File: src/rtl/raster_window_ctrl.sv
// Raster scan controller: tags each accepted pixel with col/row, 3x3-window, end-of-line and end-of-frame flags.
// Latency: 1 cycle from pixel acceptance to out_valid; frame_done pulses 1 cycle after the last tag drains.
// Backpressure: a single output register; in_ready drops while it is full and out_ready is low.
module raster_window_ctrl #(
    parameter int COL_BITS = 10,
    parameter int ROW_BITS = 10
) (
    input  logic                clk,
    input  logic                rst,
    input  logic                start,
    input  logic [COL_BITS-1:0] img_width,
    input  logic [ROW_BITS-1:0] img_height,
    input  logic                in_valid,
    output logic                in_ready,
    output logic                out_valid,
    input  logic                out_ready,
    output logic [COL_BITS-1:0] out_col,
    output logic [ROW_BITS-1:0] out_row,
    output logic                window_valid,
    output logic                eol,
    output logic                eof,
    output logic                frame_done,
    output logic                cfg_err
);

    typedef enum logic [1:0] {
        IDLE  = 2'd0,
        SCAN  = 2'd1,
        DRAIN = 2'd2,
        DONE  = 2'd3
    } state_t;

    state_t              state_q;
    logic [COL_BITS-1:0] w_q;
    logic [ROW_BITS-1:0] h_q;
    logic [COL_BITS-1:0] col_q;
    logic [ROW_BITS-1:0] row_q;
    logic                out_valid_q;
    logic [COL_BITS-1:0] out_col_q;
    logic [ROW_BITS-1:0] out_row_q;
    logic                window_valid_q;
    logic                eol_q;
    logic                eof_q;
    logic                frame_done_q;
    logic                cfg_err_q;

    logic                in_ready_d;
    logic                accept_d;
    logic                last_col_d;
    logic                last_row_d;
    logic                dims_ok_d;
    logic [COL_BITS-1:0] col_d;
    logic [ROW_BITS-1:0] row_d;

    // Handshake, position decode and next raster position for the pixel being accepted
    always_comb begin
        in_ready_d = (state_q == SCAN) && (!out_valid_q || out_ready);
        accept_d   = in_valid && in_ready_d;
        last_col_d = (col_q == (w_q - COL_BITS'(1)));
        last_row_d = (row_q == (h_q - ROW_BITS'(1)));
        dims_ok_d  = (img_width >= COL_BITS'(3)) && (img_height >= ROW_BITS'(3));
        col_d      = col_q;
        row_d      = row_q;
        if (last_col_d) begin
            col_d = '0;
            // The eof pixel rewinds the raster to the origin for the next frame
            row_d = last_row_d ? '0 : (row_q + ROW_BITS'(1));
        end else begin
            col_d = col_q + COL_BITS'(1);
        end
    end

    // Frame FSM, raster counters and the registered output tag
    always_ff @(posedge clk) begin
        if (rst) begin
            state_q        <= IDLE;
            w_q            <= '0;
            h_q            <= '0;
            col_q          <= '0;
            row_q          <= '0;
            out_valid_q    <= 1'b0;
            out_col_q      <= '0;
            out_row_q      <= '0;
            window_valid_q <= 1'b0;
            eol_q          <= 1'b0;
            eof_q          <= 1'b0;
            frame_done_q   <= 1'b0;
            cfg_err_q      <= 1'b0;
        end else begin
            cfg_err_q    <= 1'b0;
            frame_done_q <= 1'b0;

            // A new tag overwrites the register even while the old one is being consumed
            if (accept_d) begin
                out_valid_q    <= 1'b1;
                out_col_q      <= col_q;
                out_row_q      <= row_q;
                window_valid_q <= (col_q >= COL_BITS'(2)) && (row_q >= ROW_BITS'(2));
                eol_q          <= last_col_d;
                eof_q          <= last_col_d && last_row_d;
            end else if (out_ready) begin
                out_valid_q <= 1'b0;
            end

            case (state_q)
                IDLE: begin
                    if (start) begin
                        if (dims_ok_d) begin
                            w_q     <= img_width;
                            h_q     <= img_height;
                            col_q   <= '0;
                            row_q   <= '0;
                            state_q <= SCAN;
                        end else begin
                            cfg_err_q <= 1'b1;
                        end
                    end
                end
                SCAN: begin
                    if (accept_d) begin
                        col_q <= col_d;
                        row_q <= row_d;
                        if (last_col_d && last_row_d) begin
                            state_q <= DRAIN;
                        end
                    end
                end
                DRAIN: begin
                    if (!out_valid_q || out_ready) begin
                        state_q      <= DONE;
                        frame_done_q <= 1'b1;
                    end
                end
                DONE: begin
                    state_q <= IDLE;
                end
                default: begin
                    state_q <= IDLE;
                end
            endcase
        end
    end

    assign in_ready     = in_ready_d;
    assign out_valid    = out_valid_q;
    assign out_col      = out_col_q;
    assign out_row      = out_row_q;
    assign window_valid = window_valid_q;
    assign eol          = eol_q;
    assign eof          = eof_q;
    assign frame_done   = frame_done_q;
    assign cfg_err      = cfg_err_q;

endmodule

File: config.mk
export PLATFORM = sky130hd
export DESIGN_NAME = raster_window_ctrl
export DESIGN_NICKNAME = d
export VERILOG_FILES = /design/src/rtl/raster_window_ctrl.sv
export SDC_FILE = /design/constraint.sdc
export NUM_CORES = 1
export LEC_CHECK = 0
export ABC_AREA = 1
export BUFFER_PORTS_ARGS = -buffer_cell sky130_fd_sc_hd__buf_2
export CAP_MARGIN = 20
export CORE_AREA = 2 2 113 115
export DETAILED_ROUTE_END_ITERATION = 10
export DIE_AREA = 0 0 115 117
export HOLD_SLACK_MARGIN = 0.12
export SYNTH_ARGS = -nofsm -noshare
export SYNTH_HDL_FRONTEND = slang
export SYNTH_SLANG_ARGS = --single-unit
File: constraint.sdc
create_clock -name clk -period 2.6 [get_ports clk]
set_clock_uncertainty 0.2 [all_clocks]
set_input_delay 0.26 -clock clk [delete_from_list [all_inputs] [get_ports clk]]
set_output_delay 0.26 -clock clk [all_outputs]
set_load 0.005 [all_outputs]
==> flow_metrics.py <==
metrics = {
    "sta": {
        "period_minus_slack_ns": 2.37,
        "finalSetupViolCount": 0,
        "rsz0062_at_grt": "no",
        "worst_slack_ns": 0.231,
        "timing.fmax_ghz": 0.422,
        "slew_viol_final": 0,
        "worstMarginPinSlew_ns": 0.365,
        "setup_tns_ns": 0,
        "final.period_utilization_pct": 91.1,
        "slew_headroom_pct": 75.4,
        "finalHoldViolCount": 0,
    },
    "worst_setup_path": {
        "timing_worst_setup_path_type": "register to register",
        "end_kind": "register",
        "rr_worst_depth": 10,
        "worstSetupEndpoint": "out_col[2]$_SDFFE_PP0P_",
        "rrSetupSlack_ns": 0.23,
        "crit_path_max_fanout": 44,
        "r2r-end": "out_col[2]$_SDFFE_PP0P_",
        "cp.required_ns": 2.68,
        "r2r_start": "state_q[1]$_SDFFE_PP0P_",
        "startpoint": "state_q[1]$_SDFFE_PP0P_",
        "start_kind": "register",
        "crit_arrival_ns": 2.44,
    },
    "logic_synthesis": {
        "synth-seq-cells": 68,
        "synth_top_family_by_area": "simple AND/OR/NAND/NOR gates",
        "synth-compound-area-share_pct": 14.0,
        "syn_area_um2": 3620,
        "seq_area_frac_synth_pct": 37.6,
        "synth-edff-count": 0,
        "synth_xor_area_share_pct": 4.60,
        "synth-simple-area-share_pct": 30.1,
        "syn-num-nets": 576,
        "synthCells": 541,
        "async_reset_ff_share_pct": 0,
        "yosys.area_share.adder_pct": 3.46,
        "synthDistinctLibCells": 29,
        "synth-main-ff-cell": "dfxtp_1",
        "postSynthAreaPerCell_um2": 6.68,
        "synthMuxAreaShare_pct": 0,
        "yosys_warnings": 0,
    },
    "place": {
        "gp_congestion": 0.900,
        "port_buffers": 51,
        "hpwl_um": 7110,
        "post-place-ws_ns": 0.211,
        "place_inst": 731,
    },
    "clock_network": {
        "cts_tree": "yes",
        "clockBufferDepth": 2,
        "cts-htree-levels": 3,
        "clock_latency_ns": 0.34,
        "cts_made_buffers": 9,
        "postCtsSetupBuffers": 0,
        "clk_pin_slew_ns": 0.06,
        "ctsRootBufferMaster": "clkbuf_16",
        "cts_num_sinks": 68,
    },
    "outcome": {
        "status": "finished, final reports clean",
    },
    "final_layout": {
        "synthToLayoutAreaGrowth_pct": 27.0,
        "multiInputGateArea_um2": 1900,
        "n_fill_cell": 1285,
        "drive_above_1_share_pct": 14.0,
        "diodes": 0,
        "nets": 652,
        "final_cell_count_no_fill": 772,
        "finalCoreUtilization_pct": 37.3,
        "register_area_um2": 1360,
    },
    "routing": {
        "ant_nets": 0,
        "drc": 0,
        "drtPass1Iterations": 5,
        "avgViaCountPerCell": 4.74,
        "routed_wl_um": 9700,
        "drt_iter0_markers": 148,
        "dr_total_vias": 3657,
        "wl_per_cell_um": 12.6,
    },
    "floorplanning": {
        "dieArea_um2": 13500,
        "core-area_um2": 12300,
        "die_h_um": 117,
        "ioPinCount": 52,
        "die_x_um": 115,
        "start_util_pct": 29.4,
        "fp-row-count": 41,
    },
    "global_route": {
        "grt_max_degree": 45,
        "track_usage_pct": 15.3,
        "overflow": 0,
        "grt_pass1_wl_um": 16200,
        "grt_pass1_vias": 3543,
        "antenna_found_initial": 0,
    },
    "power_and_ir_drop": {
        "vdd_drop_max_uv": 285,
        "power_uw": 4140,
        "power_density_nw_per_um2": 901,
        "p_leak_uw": 0.00211,
    },
    "worst_hold_path": {
        "hp-class": "register to register",
    },
    "flow_run": {
        "maxCapViolations": 0,
    },
}
[flip-flops by register name, summed over array words and instances, names as in the netlist, 2 cells and up]
signal   flops
col_q       10
h_q         10
out_col     10
out_row     10
row_q       10
w_q         10
state_q      2
[critical path: stages (launching register included)]
cell           delay (ns)
dfxtp_1              0.32
inv_1                0.09
ha_2                 0.28
inv_2                0.08
nor2_2               0.13
nand2_2              0.11
inv_4                0.07
buf_6                0.26
nand2_1              0.09
a21oi_1              0.12
dlygate4sd3_1        0.55
[synthesized netlist by cell type, types with 2 or more instances]
library cell  number  area (µm²)
xnor2_1            5        43.8
nor3_1             4        20.0
clkbuf_1          13        48.8
dfxtp_1           68        1360
nand3_1           36         180
nand3b_1           2        15.0
nand4_1           10        62.6
nor2_2             2        12.5
nor4_1             7        43.8
o21ai_0           46         230
xor2_1            14         123
a21oi_1           52         260
inv_1             68         255
buf_1              2        7.51
nor3b_1            3        22.5
nor2_1            71         267
inv_2              3        11.3
nand2_1          115         432
ha_1              10         125
[how the worst min path moves through the flow]
stage,start,endpoint,slack [ns],cells after the start
global placement,h_q[9]$_SDFFE_PP0P_,h_q[9]$_SDFFE_PP0P_,0.26,2
global route,w_q[8]$_SDFFE_PP0P_,w_q[8]$_SDFFE_PP0P_,0.30,2
CTS,out_row[7]$_SDFFE_PP0P_,out_row[7]$_SDFFE_PP0P_,0.28,2
detailed placement,out_row[7]$_SDFFE_PP0P_,out_row[7]$_SDFFE_PP0P_,0.27,2
finish,out_row[7]$_SDFFE_PP0P_,out_row[7]$_SDFFE_PP0P_,0.27,2
floorplan,rst,out_col[1]$_SDFFE_PP0P_,0.13,1
[area by class of cell]
class	instances	area share [%]
multi-input cells	382	41.4
clock inverters	7	1.66
flip-flops and latches	68	29.6
repair buffers	84	12.4
clock buffers	9	4.90
well taps	150	4.09
inverters	72	5.94
[repair_timing]
action | CTS | global route
hold buffers | 25 | 0
hold endpoints to repair | 27 | 0
resized for setup | 0 | 4
endpoints found under the setup margin | 0 | 11
[kinds of logic (layout without fill, tap and decap cells)]
group	Yosys count	in the layout
AND/OR/NAND/NOR	253	253
AO/OA/AOI/OAI	100	100
buffers and inverters	91	172
flip-flops	68	68
XOR/XNOR	19	19
adder cells (fa/ha/maj)	10	10
[stage by stage]
step	area [µm²]	hold slack [ns]
after CTS	4580	0.276
after global routing	4590	0.303
after detailed placement	4020	0.268
after global placement	4020	0.260
final	4590	0.274
after floorplan	3620	0.129
[power breakdown]
group	leakage, µW	internal (µW)	switching [µW]
clock network	0.000142	747	493
logic	0.00142	566	970
registers	0.000555	1230	134
[layer usage]
layer / GRT usage [%] / up-vias / part of all wire [%]
li1: - / 1891 / -
met1: 16.8 / 1677 / 41
met2: 27.9 / 66 / 54
met3: 3.19 / 23 / 3.2
met4: 8.03 / 0 / 2.3
met5: 0 / - / 0
[cell usage in the layout (no fill, tap or decap), drive strengths merged, types with 10 or more instances in the layout]
cell type | Yosys | final
a21oi | 53 | 53
buf | 6 | 59
dfxtp | 68 | 68
dlygate4sd3 | 0 | 25
ha | 10 | 10
inv | 72 | 73
nand2 | 116 | 116
nand3 | 38 | 38
nand4 | 10 | 10
nor2 | 73 | 73
o21ai | 46 | 46
xor2 | 14 | 14
No activity file was read; power rests on OpenSTA's default activity.
